## src/rtl/wb_pkg.sv

```systemverilog
// Shared writeback types and constants for the register-file write arbiter.
package wb_pkg;

   localparam int unsigned REG_W       = 5;
   localparam int unsigned DATA_W      = 32;
   localparam int unsigned RSTATUS_REG = 30;

   // One register-file write request
   typedef struct packed {
      logic              valid;
      logic [REG_W-1:0]  rd;
      logic [DATA_W-1:0] data;
   } wb_req_t;

   // Which source owns the write port this cycle
   typedef enum logic [1:0] {
      SEL_NONE,
      SEL_EXC,
      SEL_PIPE,
      SEL_MD
   } wb_sel_e;

endpackage

```

## src/rtl/wb_fifo.sv

```systemverilog
// Synchronous FIFO with wrap-bit pointers; push when full and pop when empty are ignored.
module wb_fifo #(
   parameter int unsigned DEPTH = 2,
   parameter type entry_t = logic [7:0]
) (
   input  logic   clock,
   input  logic   reset_n,
   input  logic   push,
   input  entry_t push_data,
   input  logic   pop,
   output entry_t head_c,
   output logic   full_c,
   output logic   empty_c
);

   localparam int unsigned PTR_W = $clog2(DEPTH);
   localparam int unsigned PW    = PTR_W + 1;

   logic [PW-1:0] wr_ptr;
   logic [PW-1:0] rd_ptr;
   entry_t        mem [DEPTH];
   logic          do_push;
   logic          do_pop;

   assign empty_c = (wr_ptr == rd_ptr);
   assign full_c  = (wr_ptr[PTR_W] != rd_ptr[PTR_W]) &&
                    (wr_ptr[PTR_W-1:0] == rd_ptr[PTR_W-1:0]);
   assign head_c  = mem[rd_ptr[PTR_W-1:0]];
   assign do_push = push && !full_c;
   assign do_pop  = pop && !empty_c;

   // Pointer update; both operations may happen in the same cycle
   always_ff @(posedge clock) begin
      if (!reset_n) begin
         wr_ptr <= '0;
         rd_ptr <= '0;
      end else begin
         if (do_push) wr_ptr <= wr_ptr + PW'(1);
         if (do_pop)  rd_ptr <= rd_ptr + PW'(1);
      end
   end

   // Storage write; contents are don't-care while empty
   always_ff @(posedge clock) begin
      if (do_push) mem[wr_ptr[PTR_W-1:0]] <= push_data;
   end

endmodule

```

## src/rtl/wb_arbiter.sv

```systemverilog
// Register-file writeback arbiter: exception > pipeline > buffered multdiv, plus busy scoreboard.
module wb_arbiter
   import wb_pkg::REG_W, wb_pkg::DATA_W, wb_pkg::wb_req_t, wb_pkg::wb_sel_e,
          wb_pkg::SEL_NONE, wb_pkg::SEL_EXC, wb_pkg::SEL_PIPE, wb_pkg::SEL_MD;
#(
   parameter int unsigned MD_DEPTH    = 2,
   parameter int unsigned RSTATUS_REG = wb_pkg::RSTATUS_REG
) (
   input  logic              clock,
   input  logic              ctrl_reset_n,
   input  logic              pipe_valid,
   input  logic [REG_W-1:0]  pipe_rd,
   input  logic [DATA_W-1:0] pipe_data,
   input  logic              exc_valid,
   input  logic [DATA_W-1:0] exc_code,
   input  logic              md_issue,
   input  logic [REG_W-1:0]  md_issue_rd,
   input  logic              md_valid,
   input  logic [REG_W-1:0]  md_rd,
   input  logic [DATA_W-1:0] md_data,
   output logic              md_ready,
   input  logic [REG_W-1:0]  ctrl_readRegA,
   input  logic [REG_W-1:0]  ctrl_readRegB,
   output logic              hazard_A,
   output logic              hazard_B,
   output logic              ctrl_writeEnable,
   output logic [REG_W-1:0]  ctrl_writeReg,
   output logic [DATA_W-1:0] data_writeReg
);

   localparam int unsigned NUM_REGS = 1 << REG_W;

   wb_req_t             push_req;
   wb_req_t             head;
   wb_req_t             sel_req;
   wb_sel_e             sel;
   logic                full;
   logic                empty;
   logic                push;
   logic                pop;
   logic [NUM_REGS-1:0] busy;
   logic [NUM_REGS-1:0] busy_nxt;

   assign push_req = '{valid: 1'b1, rd: md_rd, data: md_data};
   assign md_ready = !full;
   assign push     = md_valid && md_ready;
   assign pop      = (sel == SEL_MD);
   assign hazard_A = busy[ctrl_readRegA];
   assign hazard_B = busy[ctrl_readRegB];

   wb_fifo #(
      .DEPTH   (MD_DEPTH),
      .entry_t (wb_req_t)
   ) u_md_fifo (
      .clock     (clock),
      .reset_n   (ctrl_reset_n),
      .push      (push),
      .push_data (push_req),
      .pop       (pop),
      .head_c    (head),
      .full_c    (full),
      .empty_c   (empty)
   );

   // Fixed-priority source selection; a squashed pipeline write loses to an exception
   always_comb begin
      sel = SEL_NONE;
      if (exc_valid)       sel = SEL_EXC;
      else if (pipe_valid) sel = SEL_PIPE;
      else if (!empty)     sel = SEL_MD;
   end

   // Mux the winning request onto the write path
   always_comb begin
      sel_req = '0;
      case (sel)
         SEL_EXC:  sel_req = '{valid: 1'b1, rd: REG_W'(RSTATUS_REG), data: exc_code};
         SEL_PIPE: sel_req = '{valid: 1'b1, rd: pipe_rd, data: pipe_data};
         SEL_MD:   sel_req = head;
         default:  sel_req = '0;
      endcase
   end

   // Scoreboard next state: pop clears, issue sets (issue wins), r0 never busy
   always_comb begin
      busy_nxt = busy;
      if (pop)      busy_nxt[head.rd]     = 1'b0;
      if (md_issue) busy_nxt[md_issue_rd] = 1'b1;
      busy_nxt[0] = 1'b0;
   end

   // Registered write port and scoreboard
   always_ff @(posedge clock) begin
      if (!ctrl_reset_n) begin
         busy             <= '0;
         ctrl_writeEnable <= 1'b0;
         ctrl_writeReg    <= '0;
         data_writeReg    <= '0;
      end else begin
         busy             <= busy_nxt;
         ctrl_writeEnable <= sel_req.valid && (sel_req.rd != '0);
         ctrl_writeReg    <= sel_req.rd;
         data_writeReg    <= sel_req.data;
      end
   end

endmodule
```

## config.mk

```make
export PLATFORM = sky130hd
export DESIGN_NAME = wb_arbiter
export DESIGN_NICKNAME = d
export VERILOG_FILES = /design/src/rtl/wb_pkg.sv /design/src/rtl/wb_fifo.sv /design/src/rtl/wb_arbiter.sv
export SDC_FILE = /design/constraint.sdc
export NUM_CORES = 1
export LEC_CHECK = 0
export ABC_CLOCK_PERIOD_IN_PS = 3300
export BUFFER_PORTS_ARGS = -buffer_cell sky130_fd_sc_hd__buf_2
export CORE_ASPECT_RATIO = 1.75
export CORE_MARGIN = 2
export CORE_UTILIZATION = 45
export CTS_CLUSTER_SIZE = 14
export DETAILED_ROUTE_END_ITERATION = 8
export MAX_ROUTING_LAYER = met4
export PLACE_DENSITY = 0.69
export SYNTH_ARGS = -nofsm -noshare
export SYNTH_HDL_FRONTEND = slang
export SYNTH_SLANG_ARGS = --single-unit
```

## constraint.sdc

```tcl
create_clock -name clock -period 3.3 [get_ports clock]
set_input_delay 0.66 -clock clock [delete_from_list [all_inputs] [get_ports clock]]
set_output_delay 0.66 -clock clock [all_outputs]
set_load 0.02 [all_outputs]
```

==> flow_metrics.env <==
export IMPL_layout_commonest_cell="buf_2"
export IMPL_cp_data_arrival_time_ps=2160
export IMPL_yosys_warnings=0
export IMPL_p_int_uw=3450
export IMPL_clkPwrFrac_pct=40.8
export IMPL_synth_fp_nets=606
export IMPL_crit_chain="buf_2 -> mux4_1 -> mux2_2 -> a31oi_1 -> o21ai_1 -> buf_2"
export IMPL_cts_tree="built"
export IMPL_area_growth_pct=25.6
export IMPL_synth_cell_type_count=35
export IMPL_synth_area_leader_cell="edfxtp_1"
export IMPL_gr_usage_met3_pct=4.73
export IMPL_powerDensity_mw_per_mm2=592
export IMPL_fp_dieH_um=159
export IMPL_die_area_mm2=0.0148
export IMPL_hold_class="input port to register"
export IMPL_cts_setup_buffers=0
export IMPL_cts_resized=0
export IMPL_cts_num_sinks=148
export IMPL_root_buffer="clkbuf_16"
export IMPL_syn_area_per_cell_um2=12.9
export IMPL_worst_pin_slew_ps=922
export IMPL_numCtsBuffers=17
export IMPL_synthDominantCellAreaShare_pct=35.8
export IMPL_drive_above_1_share_pct=38.5
export IMPL_pin_count=168
export IMPL_p_seq_share_pct=46.2
export IMPL_grt_start_max_net_pins=42
export IMPL_drt_iter0_drc=321
export IMPL_use_met1_pct=20.6
export IMPL_port_buffers=167
export IMPL_grt_usage_pct=21.5
export IMPL_reg2reg_depth=5
export IMPL_rsz0062_at_grt="no"
export IMPL_antenna_found_initial=4
export IMPL_path_clk_slew_ps=60
export IMPL_ys_seq_elements=148
export IMPL_routed_wl_mm=15.2
export IMPL_via_per_inst=5.64
export IMPL_fillerInstances=1168
export IMPL_status="finished, final reports clean"
export IMPL_reg2reg_slack_ps=1090
export IMPL_min_path_cells=1
export IMPL_vias=4696
export IMPL_final_seq_area_mm2=0.00370
export IMPL_multiInputGateArea_mm2=0.00237
export IMPL_p_switching_uw=1150
export IMPL_peakVddDrop_mv=0.472
export IMPL_synth_area_leaders="edfxtp_1 (36%), dfxtp_1 (24%), mux2_2 (7.1%)"
export IMPL_htree_levels=4
export IMPL_instances_no_fill=833
export IMPL_p_sw_share_pct=25.0
export IMPL_synth_seq_area_share_pct=59.7
export IMPL_busiest_layer="met2"
export IMPL_wl_per_cell_um=18.2
export IMPL_crit_type="input port to output port"
export IMPL_coreArea_mm2=0.0135
export IMPL_period_needed_ps=2820
export IMPL_combPwrFrac_pct=13.0
export IMPL_fp_dieW_um=92.7
export IMPL_cp_required_ps=2640
export IMPL_drc=0
export IMPL_fin_crit_sh_pct=85.4
export IMPL_leakage_uw=0.00307
export IMPL_initial_core_util_pct=46.1
export IMPL_max_stage_delay_ps=580
export IMPL_grt_overflow_total=0
export IMPL_crit_top_cell="buf_2"
export IMPL_placed_cells=797
export IMPL_hold_start="md_data[19]"
export IMPL_grt_use_met2_pct=39.0
export IMPL_ant_nets=0
export IMPL_detailed_place_hpwl_mm=11.0
export IMPL_grt_pass1_vias=4983
export IMPL_max_slew_margin_pct=38.5
export IMPL_finalHoldViolCount=0
export IMPL_max_cap_violations=0
export IMPL_finalSetupViolations=0
export IMPL_cp_start_kind="input port"
export IMPL_setup_tns_ps=0
export IMPL_critPathCaptureType="output port"
export IMPL_fmax_mhz=355
export IMPL_first_pass_iters=8
export IMPL_final_cell_mix="buf_2 (167), edfxtp_1 (74), dfxtp_1 (73)"
export IMPL_clockBufferDepth=2
export IMPL_layout_nets=769
export IMPL_gp_congestion=0.850
export IMPL_holdBufCountCts=0
export IMPL_drv_slew=0
export IMPL_clk_latency_ps=410
export IMPL_crit_fanout=10
export IMPL_fin_skew_ps=8.89
export IMPL_syn_area_mm2=0.00620
export IMPL_slowest_stage="mux4_1"
export IMPL_grt_pass1_wl_mm=23.9
export IMPL_num_rows=56
export IMPL_crit_path_start="ctrl_readRegB[1]"
export IMPL_synth_cells=479
## cell usage after synthesis, drive strengths merged
cell,number
mux2i,15
and2,7
a22oi,1
nor3b,6
nand2b,1
a222oi,32
dfxtp,74
buf,16
a31oi,3
or2,1
xor2,2
a21oi,4
o31ai,3
edfxtp,74
nor2,39
nand2,45
and3,3
mux2,39
a221oi,1
xnor2,4
mux4,14
and3b,2
nor3,2
nor2b,6
a21boi,31
o21ai,34
nand3,6
clkbuf,14
## final cells by class
class,instances,area share (%)
Sequential cell,148,47.6
Multi-Input combinational cell,301,30.5
Timing Repair Buffer,174,11.6
Clock buffer,19,5.56
Tap cell,174,2.80
Clock inverter,13,1.88
Antenna cell,4,0.129
## worst max-delay path, delay by kind of cell
family	cells	cell delay, ps
multiplexers	2	850
buffers and inverters	2	400
AO/OA/AOI/OAI	2	240
## registers in the layout, summed over array words and instances, names as in the netlist, named ones only
| name | count |
|---|---|
| data_writeReg | 32 |
| ctrl_writeEnable | 1 |
| u_md_fifo.rd_ptr | 2 |
| busy | 31 |
| ctrl_writeReg | 5 |
| u_md_fifo.wr_ptr | 2 |
| u_md_fifo.mem | 74 |
## power groups by stage
stage | clock (uW) | combinational [uW] | sequential, uW
floorplan | 0 | 331 | 2200
global placement | 0 | 588 | 2160
detailed placement | 0 | 602 | 2170
CTS | 1910 | 604 | 2130
global route | 1980 | 651 | 2140
finish | 1880 | 600 | 2130
## stage by stage
| step | hold WS (ps) | setup WS [ps] | power, uW | cell area [um^2] | util (%) |
|---|---|---|---|---|---|
| after floorplan | 461 | 299 | 2530 | 6200 | - |
| after global routing | 424 | 414 | 4770 | 7780 | 57.8 |
| after global placement | 479 | 516 | 2750 | 7190 | 53.5 |
| after CTS | 415 | 477 | 4650 | 7770 | 57.8 |
| after detailed placement | 490 | 477 | 2770 | 7190 | 53.5 |
| final | 436 | 481 | 4610 | 7780 | 57.8 |
## cells by family (layout without fill, tap and decap cells)
kind of cell | after synthesis | in the layout | synth area share [%]
compound gates | 109 | 109 | 13.0
xor+xnor | 6 | 6 | 0.848
buf+inv | 30 | 206 | 2.38
flops | 148 | 148 | 59.7
mux | 68 | 68 | 15.3
other cells | 0 | 4 | 0
simple gates | 118 | 118 | 8.72
## path summary, 6_finish.rpt
check                              end
setup / recovery              hazard_B
hold / removal    u_md_fifo.mem[0][19]
setup reg to reg              busy[16]
hold reg to reg               busy[15]
## routing by layer
layer | routed length [um] | vias to the layer above
met3 | 921 | 47
met2 | 8560 | 213
met5 | 0 | -
li1 | - | 2179
met4 | 601 | 0
met1 | 5110 | 2257
Power figures use the tool's default switching activity.
